[src/rtl/burst_sched_if.sv]
// Signal bundle between the real-time command register and the burst scheduler:
// command fields in, DDS / T-R switching controls and status out.
interface burst_sched_if #(parameter int NW = 16);
    logic [63:0]   TIME;
    logic          ABORT;
    logic          CMD_VALID;
    logic [63:0]   CMD_TIME_START;
    logic [NW-1:0] CMD_N_impuls;
    logic [1:0]    CMD_TYPE;
    logic [31:0]   CMD_Ti, CMD_Tp, CMD_Tblank1, CMD_Tblank2;
    logic          REQ_COMMAND, DDS_START, En_Iz, En_Pr, BUSY, LATE, CMD_OVR;
    logic [NW-1:0] PULSE_IDX;

    modport master (
        output TIME, ABORT, CMD_VALID, CMD_TIME_START, CMD_N_impuls, CMD_TYPE,
               CMD_Ti, CMD_Tp, CMD_Tblank1, CMD_Tblank2,
        input  REQ_COMMAND, DDS_START, En_Iz, En_Pr, BUSY, PULSE_IDX, LATE, CMD_OVR
    );
    modport slave (
        input  TIME, ABORT, CMD_VALID, CMD_TIME_START, CMD_N_impuls, CMD_TYPE,
               CMD_Ti, CMD_Tp, CMD_Tblank1, CMD_Tblank2,
        output REQ_COMMAND, DDS_START, En_Iz, En_Pr, BUSY, PULSE_IDX, LATE, CMD_OVR
    );
endinterface

[src/rtl/burst_sched.sv]
// Runs one latched command as N impulses of Tblank1 -> emission -> Tblank2 -> reception,
// starting at an absolute system time; phase lengths are in TICK_DIV-cycle ticks.
module burst_sched #(
    parameter int TICK_DIV = 48,
    parameter int NW       = 16
) (
    input logic          CLK,
    input logic          RESET,
    burst_sched_if.slave bus
);
    typedef enum logic [2:0] {IDLE, ARMED, BLANK1, IZ, BLANK2, PR, DONE} stateT;
    localparam logic [7:0] PRESC_MAX = 8'(TICK_DIV - 1);

    stateT         state, stateNext, firstPh, afterCur;
    logic [63:0]   tStart;
    logic [NW-1:0] nImp, idx, idxNext;
    logic          coherent, started, latch, impStart, phaseEnd;
    logic [31:0]   lenB1, lenIz, lenB2, lenPr, curLen;
    logic [7:0]    presc, prescNext;
    logic [31:0]   tick, tickNext;
    logic [3:0]    nz;
    logic          reqNext, ddsNext, lateNext, ovrNext;
    logic          reqQ, ddsQ, izQ, prQ, busyQ, lateQ, ovrQ;

    // Next non-empty phase after cur within one impulse; ARMED means the impulse is over.
    function automatic stateT phaseAfter(input stateT cur, input logic [3:0] nzMask);
        phaseAfter = ARMED;
        if (cur == ARMED && nzMask[0])                       phaseAfter = BLANK1;
        else if ((cur == ARMED || cur == BLANK1) && nzMask[1]) phaseAfter = IZ;
        else if (cur != PR && cur != BLANK2 && nzMask[2])     phaseAfter = BLANK2;
        else if (cur != PR && nzMask[3])                      phaseAfter = PR;
    endfunction

    assign nz       = {lenPr != 32'd0, lenB2 != 32'd0, lenIz != 32'd0, lenB1 != 32'd0};
    assign afterCur = phaseAfter(state, nz);
    // An all-zero impulse still spends one cycle in BLANK1 so its DDS strobe goes out.
    assign firstPh  = (nz == 4'b0000) ? BLANK1 : phaseAfter(ARMED, nz);

    always_comb begin
        curLen = '0;
        case (state)
            BLANK1:  curLen = lenB1;
            IZ:      curLen = lenIz;
            BLANK2:  curLen = lenB2;
            PR:      curLen = lenPr;
            default: curLen = '0;
        endcase
    end

    assign phaseEnd = (curLen == 32'd0) || (presc == PRESC_MAX && tick == curLen - 32'd1);

    always_comb begin
        stateNext = state;
        idxNext   = idx;
        prescNext = (presc == PRESC_MAX) ? 8'd0 : presc + 8'd1;
        tickNext  = (presc == PRESC_MAX) ? tick + 32'd1 : tick;
        reqNext   = !started;
        ddsNext   = 1'b0;
        lateNext  = 1'b0;
        ovrNext   = 1'b0;
        latch     = 1'b0;
        impStart  = 1'b0;
        case (state)
            IDLE: if (bus.CMD_VALID && !bus.ABORT) begin
                latch = 1'b1;
                if (bus.TIME > bus.CMD_TIME_START) begin
                    lateNext = 1'b1;
                    reqNext  = 1'b1;
                end else begin
                    idxNext   = '0;
                    stateNext = (bus.CMD_N_impuls == '0) ? DONE : ARMED;
                end
            end
            ARMED: if (bus.TIME >= tStart) impStart = 1'b1;
            DONE: begin
                stateNext = IDLE;
                reqNext   = 1'b1;
            end
            default: if (phaseEnd) begin
                if (afterCur != ARMED) begin
                    stateNext = afterCur;
                    prescNext = '0;
                    tickNext  = '0;
                end else if (idx == nImp - NW'(1)) begin
                    stateNext = DONE;
                end else begin
                    idxNext  = idx + NW'(1);
                    impStart = 1'b1;
                end
            end
        endcase
        if (impStart) begin
            stateNext = firstPh;
            prescNext = '0;
            tickNext  = '0;
            ddsNext   = !coherent || idxNext == '0;
        end
        if (state != IDLE && bus.ABORT) begin
            stateNext = IDLE;
            reqNext   = 1'b1;
            ddsNext   = 1'b0;
        end
        if (state != IDLE && bus.CMD_VALID && !bus.ABORT) ovrNext = 1'b1;
    end

    always_ff @(posedge CLK) begin
        if (RESET) begin
            state    <= IDLE;
            presc    <= '0;
            tick     <= '0;
            idx      <= '0;
            started  <= 1'b0;
            tStart   <= '0;
            nImp     <= '0;
            coherent <= 1'b0;
            lenB1    <= '0;
            lenIz    <= '0;
            lenB2    <= '0;
            lenPr    <= '0;
            reqQ     <= 1'b0;
            ddsQ     <= 1'b0;
            izQ      <= 1'b0;
            prQ      <= 1'b0;
            busyQ    <= 1'b0;
            lateQ    <= 1'b0;
            ovrQ     <= 1'b0;
        end else begin
            state   <= stateNext;
            presc   <= prescNext;
            tick    <= tickNext;
            idx     <= idxNext;
            started <= 1'b1;
            reqQ    <= reqNext;
            ddsQ    <= ddsNext;
            izQ     <= stateNext == IZ;
            prQ     <= stateNext == PR;
            busyQ   <= stateNext != IDLE;
            lateQ   <= lateNext;
            ovrQ    <= ovrNext;
            if (latch) begin
                tStart   <= bus.CMD_TIME_START;
                nImp     <= bus.CMD_N_impuls;
                coherent <= bus.CMD_TYPE[0];
                lenB1    <= bus.CMD_Tblank1;
                lenIz    <= bus.CMD_Ti;
                lenB2    <= bus.CMD_Tblank2;
                lenPr    <= bus.CMD_Tp;
            end
        end
    end

    assign bus.REQ_COMMAND = reqQ;
    assign bus.DDS_START   = ddsQ;
    assign bus.En_Iz       = izQ;
    assign bus.En_Pr       = prQ;
    assign bus.BUSY        = busyQ;
    assign bus.PULSE_IDX   = idx;
    assign bus.LATE        = lateQ;
    assign bus.CMD_OVR     = ovrQ;
endmodule

[src/flat_wrapper.sv]
// flat-port wrapper written by rule: the top's interface ports become plain ports
module burst_sched_flat 
#(
    parameter int TICK_DIV = 48,
    parameter int NW       = 16
)
  (CLK, RESET, bus_TIME, bus_ABORT, bus_CMD_VALID, bus_CMD_TIME_START, bus_CMD_N_impuls, bus_CMD_TYPE, bus_CMD_Ti, bus_CMD_Tp, bus_CMD_Tblank1, bus_CMD_Tblank2, bus_REQ_COMMAND, bus_DDS_START, bus_En_Iz, bus_En_Pr, bus_BUSY, bus_PULSE_IDX, bus_LATE, bus_CMD_OVR);
  burst_sched_if #(.NW(NW)) bus_i ();
  input logic CLK;
  input logic RESET;
  input wire logic [$bits(bus_i.TIME)-1:0] bus_TIME;
  input wire logic [$bits(bus_i.ABORT)-1:0] bus_ABORT;
  input wire logic [$bits(bus_i.CMD_VALID)-1:0] bus_CMD_VALID;
  input wire logic [$bits(bus_i.CMD_TIME_START)-1:0] bus_CMD_TIME_START;
  input wire logic [$bits(bus_i.CMD_N_impuls)-1:0] bus_CMD_N_impuls;
  input wire logic [$bits(bus_i.CMD_TYPE)-1:0] bus_CMD_TYPE;
  input wire logic [$bits(bus_i.CMD_Ti)-1:0] bus_CMD_Ti;
  input wire logic [$bits(bus_i.CMD_Tp)-1:0] bus_CMD_Tp;
  input wire logic [$bits(bus_i.CMD_Tblank1)-1:0] bus_CMD_Tblank1;
  input wire logic [$bits(bus_i.CMD_Tblank2)-1:0] bus_CMD_Tblank2;
  output wire logic [$bits(bus_i.REQ_COMMAND)-1:0] bus_REQ_COMMAND;
  output wire logic [$bits(bus_i.DDS_START)-1:0] bus_DDS_START;
  output wire logic [$bits(bus_i.En_Iz)-1:0] bus_En_Iz;
  output wire logic [$bits(bus_i.En_Pr)-1:0] bus_En_Pr;
  output wire logic [$bits(bus_i.BUSY)-1:0] bus_BUSY;
  output wire logic [$bits(bus_i.PULSE_IDX)-1:0] bus_PULSE_IDX;
  output wire logic [$bits(bus_i.LATE)-1:0] bus_LATE;
  output wire logic [$bits(bus_i.CMD_OVR)-1:0] bus_CMD_OVR;
  assign bus_i.TIME = bus_TIME;
  assign bus_i.ABORT = bus_ABORT;
  assign bus_i.CMD_VALID = bus_CMD_VALID;
  assign bus_i.CMD_TIME_START = bus_CMD_TIME_START;
  assign bus_i.CMD_N_impuls = bus_CMD_N_impuls;
  assign bus_i.CMD_TYPE = bus_CMD_TYPE;
  assign bus_i.CMD_Ti = bus_CMD_Ti;
  assign bus_i.CMD_Tp = bus_CMD_Tp;
  assign bus_i.CMD_Tblank1 = bus_CMD_Tblank1;
  assign bus_i.CMD_Tblank2 = bus_CMD_Tblank2;
  assign bus_REQ_COMMAND = bus_i.REQ_COMMAND;
  assign bus_DDS_START = bus_i.DDS_START;
  assign bus_En_Iz = bus_i.En_Iz;
  assign bus_En_Pr = bus_i.En_Pr;
  assign bus_BUSY = bus_i.BUSY;
  assign bus_PULSE_IDX = bus_i.PULSE_IDX;
  assign bus_LATE = bus_i.LATE;
  assign bus_CMD_OVR = bus_i.CMD_OVR;
  burst_sched #(.TICK_DIV(TICK_DIV), .NW(NW)) u_core (.CLK(CLK), .RESET(RESET), .bus(bus_i));
endmodule
[config.mk]
export PLATFORM = sky130hd
export DESIGN_NAME = burst_sched_flat
export DESIGN_NICKNAME = d
export VERILOG_FILES = /design/src/rtl/burst_sched_if.sv /design/src/rtl/burst_sched.sv /design/src/flat_wrapper.sv
export SDC_FILE = /design/constraint.sdc
export NUM_CORES = 1
export LEC_CHECK = 0
export ABC_AREA = 0
export ABC_CLOCK_PERIOD_IN_PS = 12400
export CORE_AREA = 5 5 163 196
export DETAILED_ROUTE_END_ITERATION = 8
export DIE_AREA = 0 0 168 201
export GPL_ROUTABILITY_DRIVEN = 0
export PLACE_DENSITY = 0.86
export SYNTH_ARGS = -nofsm -noshare
export SYNTH_HDL_FRONTEND = slang
export SYNTH_SLANG_ARGS = --single-unit
[constraint.sdc]
create_clock -name CLK -period 12.4 [get_ports CLK]
set_clock_uncertainty 0.05 [all_clocks]
set_input_delay 1.86 -clock CLK [delete_from_list [all_inputs] [get_ports CLK]]
set_output_delay 1.86 -clock CLK [all_outputs]
set_load 0.03 [all_outputs]
# After elaboration in Yosys (flattened, before gate mapping)
# Index checks and enable logic that the tools add are counted.
# Widths: inputs -> output; s select.
op_classes:
  n_addsub: 5
  magnitude_cmp: 2
  n_eq_ne: 14
  muxes: 47
  bitwise: 3
  reduce_logical: 33
ops:
  columns: ["op", "n"]
  rows:
  - ["$mux 32", 4]
  - ["$pmux 32 s4", 1]
  - ["$reduce_bool 32->1", 4]
  - ["$mux 16", 5]
  - ["$ge 64x64->1", 1]
  - ["$gt 64x64->1", 1]
  - ["$mux 3", 17]
  - ["$add 32x1->32 const B", 1]
  - ["$eq 32x32->1", 1]
  - ["$logic_not 16->1", 2]
  - ["$logic_not 32->1", 1]
  - ["$mux 8", 4]
  - ["$pmux 16 s2", 1]
  - ["$sub 32x1->32 const B", 1]
  - ["$add 16x1->16 const B", 1]
  - ["$eq 16x16->1", 1]
  - ["$sub 16x1->16 const B", 1]
  - ["$eq 3x3->1 const B", 4]
  - ["$mux 1", 12]
  - ["$logic_and 1x1->1", 10]
  - ["$eq 3x2->1 const B", 3]
  - ["$pmux 3 s3", 1]
  - ["$reduce_or 3->1", 3]
  - ["$add 8x1->8 const B", 1]
  - ["12 further kinds", 23]
totals:
  register_bits: 276
  in_bits: 278
  out_inout_bits: 23
  wordCells: 123

# Logic depth before layout (Yosys ltp)
depth:
  word_depth: 13
  ltp_mapped: 25
  depth_no_buf: 15

# Worst setup path before layout
# Ideal clock, no wire load.
synth_path:
  path_kind: "input to register"
  startpoint: "input bus_CMD_TIME_START[31]"
  endpoint: "register u_core.izQ, in the netlist u_core.bus.En_Iz"
  setup_time_ps: 116
  arrival_time_ps: 4761
  t_required_ps: 12234
  setup_slack_ps: 7473
  stages: 13
  n_path_buf: 0
  cell_sequence: "inv_1 ha_1 nand3_1 or3_1 nor4_1 nand2_1 or4_1 o41ai_1 o211ai_1 or2_2 o21ai_0 mux2i_1 and3_1"
synth_via:
  elab_chain_len: 7
synth_lines:
  columns: ["item", "line", "source"]
  rows:
  - ["start: declaration", "flat_wrapper.sv:14", "input wire logic [$bits(bus_i.CMD_TIME_START)-1:0] bus_CMD_TIME_START;"]
  - ["$gt 64x64->1", "burst_sched.sv:66", "if (bus.TIME > bus.CMD_TIME_START) begin"]
  - ["$mux 3", "burst_sched.sv:66", null]
  - ["$mux 3", "burst_sched.sv:64", "IDLE: if (bus.CMD_VALID && !bus.ABORT) begin"]
  - ["$pmux 3 s3", "burst_sched.sv:63", "case (state)"]
  - ["$mux 3", "burst_sched.sv:92", "if (impStart) begin"]
  - ["$mux 3", "burst_sched.sv:98", "if (state != IDLE && bus.ABORT) begin"]
  - ["$eq 3x2->1", "burst_sched.sv:135", "izQ <= stateNext == IZ;"]
  - ["end signal: assignment", "burst_sched.sv:122", "izQ <= 1'b0;"]
  - ["end signal: assignment", "burst_sched.sv:135", null]
  - ["end: declaration", "burst_sched.sv:23", "logic reqQ, ddsQ, izQ, prQ, busyQ, lateQ, ovrQ;"]
# No other way between the ends.
# A chain may end at the register's enable or synchronous reset.

# Worst setup path after layout
layout_path:
  startpoint: "register u_core.state[0]"
  endpoint: "register u_core.presc[7]"
layout_via:
  elab_chain_len: 11
  word_cells_on_any_way: 35
  classes_between: "add/sub (1); eq/ne (10); mux (11); reduce/logical (13)"
layout_lines:
  columns: ["item", "line", "source"]
  rows:
  - ["start: declaration", "burst_sched.sv:14", "stateT state, stateNext, firstPh, afterCur;"]
  - ["start signal: assignment", "burst_sched.sv:128", "state <= stateNext;"]
  - ["branches (longest 11 deep; another with $sub 32x1->32)", null, null]
  - ["end signal: assignment", "burst_sched.sv:129", "presc <= prescNext;"]
  - ["end: declaration", "burst_sched.sv:19", "logic [7:0] presc, prescNext;"]
# Several ways; the timed one is not identified.

==> results.ini <==
[floorplanning]
die_y_um = 201
coreArea_sq_um = 30000
dieArea_sq_um = 33800
initial_core_util_pct = 56.4
fp-row-count = 70
io_pins = 301
die_width_um = 168

[finish]
nets = 2853
design_area_sq_um = 21100
drive_above_1_share_pct = 4.42
final_cell_mix = 470 x nand2_1, 298 x clkdlybuf4s50_1, 276 x a21oi_1
layout_commonest_cell = nand2_1
syn2layout_area_growth_pct = 24.5
layout.cells.non_filler = 2863

[clock_tree]
clock-sinks = 276
post_cts_buffers = 0
clk_pin_slew_ns = 0.06
cts_hold_buf = 0
cts_buffer_depth = 3
cts_root_buf = clkbuf_16
cts_resized = 0
cts_buffers = 29
h-tree-depth = 1
cts_tree = done
insertion_delay_ns = 0.58

[critical_path]
r2r_cells = 15
path_cells = buf_4, mux2i_1, o22ai_1, nor3_2, nand3_2, or4_1, xnor2_1, nand4_1, nor4b_4, a21o_4, a211o_1, a311o_1, buf_4, or2_4, nor2_2
cpPeakStageDelay_ns = 0.80
path_class = register to register
regToRegSetupSlack_ns = 5.99
worstPathRequired_ns = 12.80
crit_top_cell = buf_4
slowest_stage = buf_4
cp.arrival_ns = 6.81
end_kind = register
path_max_fanout = 68
start_kind = register
rr_startpoint = u_core.state[0]
r2r_end = u_core.presc[7]

[synthesis]
ys.flop_type = dfxtp_1
async_flop_share_pct = 0
synth_enable_flop_cells = 0
synth_seq_cells = 276
ys_seq_area_share_pct = 32.6
yosysWarnings = 0
syn_nets = 2623
syn_area_per_cell_sq_um = 7.66
syn_area_sq_um = 17000
netlist-cell-type-count = 86
syn_inst = 2212

[place]
place_hpwl_um = 40400
placed_area_sq_um = 20000
dp_cells = 2807
port_buffers = 299
pre_cts_slack_ns = 6.18

[detailed_routing]
first_iter_violations = 1378
drt_pass1_iterations = 7
drt-vias-per-instance = 5.98
drt-total-wl_um = 53600
route.vias.total = 17100
drc_errors = 0
antenna_left = 0
wl_per_cell_um = 18.7

[sta]
fin_crit_sh_pct = 51.7
setup_viol = 0
tightest_slew_ns = 1.24
fmax_mhz = 156
setup_slack_ns = 5.99
rsz0062_at_grt = false
holdWs_ns = 0.406
maxSlewViolCount = 0
fin_tns_setup_ns = 0
slew_headroom_pct = 17.1
finalHoldViolCount = 0
min_period_ns = 6.41

[global_route]
antenna_found_initial = 4
grt_overflow = 0
grt_pass1_vias = 16700
grt_pass1_wl_um = 83700
grt_use_total_pct = 29.8
grt_max_degree = 211

[power_and_ir_drop]
leakagePower_uw = 0.00809
p_per_area_nw_per_um2 = 150
max-vdd-ir-drop_uv = 100

[outcome]
run_status = complete, no violations

[hold_path]
hold_depth = 2
hold_start = u_core.tStart[55]
min_path_type = register to register
holdPathEnd = u_core.tStart[55]

[job]
cap_violations = 0

[synth_stat cells, types with 3 or more instances]
cell         n  area (sq um)
nand2_1    470          1760
a21oi_1    276          1380
dfxtp_1    276          5530
inv_1      150           563
ha_1       133          1660
nor2_1     111           417
clkbuf_1    87           327
mux2i_1     73           731
xnor2_1     57           499
nand4_1     51           319
nor4_1      51           319
xor2_1      49           429
nand3_1     45           225
o21ai_0     41           205
nor3_1      38           190
a21o_1      33           248
o22ai_1     28           175
and3_1      18           113
nor2b_1     15          93.8
buf_2       13          65.1
a211oi_1    12          90.1
nand2b_1    12          75.1
a31oi_1     11          68.8
o211ai_1     9          67.6
o21a_1       9          67.6
or3_1        9          56.3
or4_1        8          60.1
and2_1       7          43.8
buf_6        7          78.8
nand4b_1     7          61.3
o22a_1       7          61.3
nor2_2       6          37.5
or2_2        6          37.5
a2111oi_0    5          43.8
a211o_1      4          35.0
buf_8        3          45.0
mux2_2       3          33.8
nand3b_1     3          22.5
nor3b_1      3          22.5
o211a_1      3          30.0
o31ai_1      3          22.5
[metrics by stage]
step                      utilization [%]  power [uW]
after global routing                 70.2        3320
after CTS                            70.2        3160
after global placement               66.7        2150
after floorplan                         -        1890
after detailed placement             66.7        2200
final                                70.2        3180
[flip-flops by register name, summed over array words and instances, names as in the netlist, 3 cells and up]
register and cells:
u_core.state 3, u_core.lenB2 32, u_core.lenB1 32, u_core.presc 8, u_core.lenPr 32, u_core.tStart 64
u_core.lenIz 32, u_core.nImp 16, u_core.bus.PULSE_IDX 16, u_core.tick 32
[critical path: cells and delay by family (launching register included)]
| family | cells | cell delay (ns) |
|---|---|---|
| multiplexers | 1 | 0.55 |
| XOR/XNOR | 1 | 0.20 |
| flip-flops | 1 | 0.60 |
| AND/OR/NAND/NOR | 7 | 2.64 |
| AO/OA/AOI/OAI | 4 | 0.98 |
| buffers and inverters | 2 | 1.15 |
[worst max path at each step]
| stage | cells past startpoint | start | endpoint |
|---|---|---|---|
| final | 15 | u_core.state[0] | u_core.presc[7] |
| after global routing | 14 | u_core.state[0] | u_core.bus.DDS_START |
| after CTS | 15 | u_core.state[0] | u_core.presc[5] |
| after detailed placement | 15 | u_core.state[0] | u_core.presc[3] |
| after global placement | 15 | bus_CMD_TIME_START[30] | u_core.bus.En_Iz |
| after floorplan | 13 | bus_CMD_TIME_START[31] | u_core.bus.En_Iz |
[layout make-up]
type / instances / area, sq um
Antenna cell: 2 / 5.00
Clock buffer: 38 / 830
Clock inverter: 16 / 233
Fill cell: 2353 / 8940
Inverter: 150 / 563
Multi-Input combinational cell: 1673 / 10300
Sequential cell: 276 / 5530
Tap cell: 396 / 495
Timing Repair Buffer: 312 / 3100
[metal layers]
metal	GRT usage (%)	part of all wire (%)
met3	7.64	9.3
met4	15.7	6.3
met2	52.2	49
met1	32.9	36
met5	0	0.039
[report_power, final]
| group | total [uW] | internal (uW) | switching [uW] |
|---|---|---|---|
| clock network | 965 | 578 | 387 |
| logic | 1120 | 464 | 654 |
| registers | 1090 | 987 | 105 |
| total | 3180 | 2030 | 1150 |
[kinds of logic after synthesis]
| kind of cell | synth area share (%) |
|---|---|
| xor gates and xnor gates | 5.57 |
| muxes | 4.66 |
| DFF | 32.6 |
| and+or+nand+nor | 24.4 |
| adders and majority gates | 9.82 |
| buffers and inverters | 6.45 |
| AOI/OAI and AO/OA | 16.6 |
Note: power is estimated with default switching activity, not from simulation.
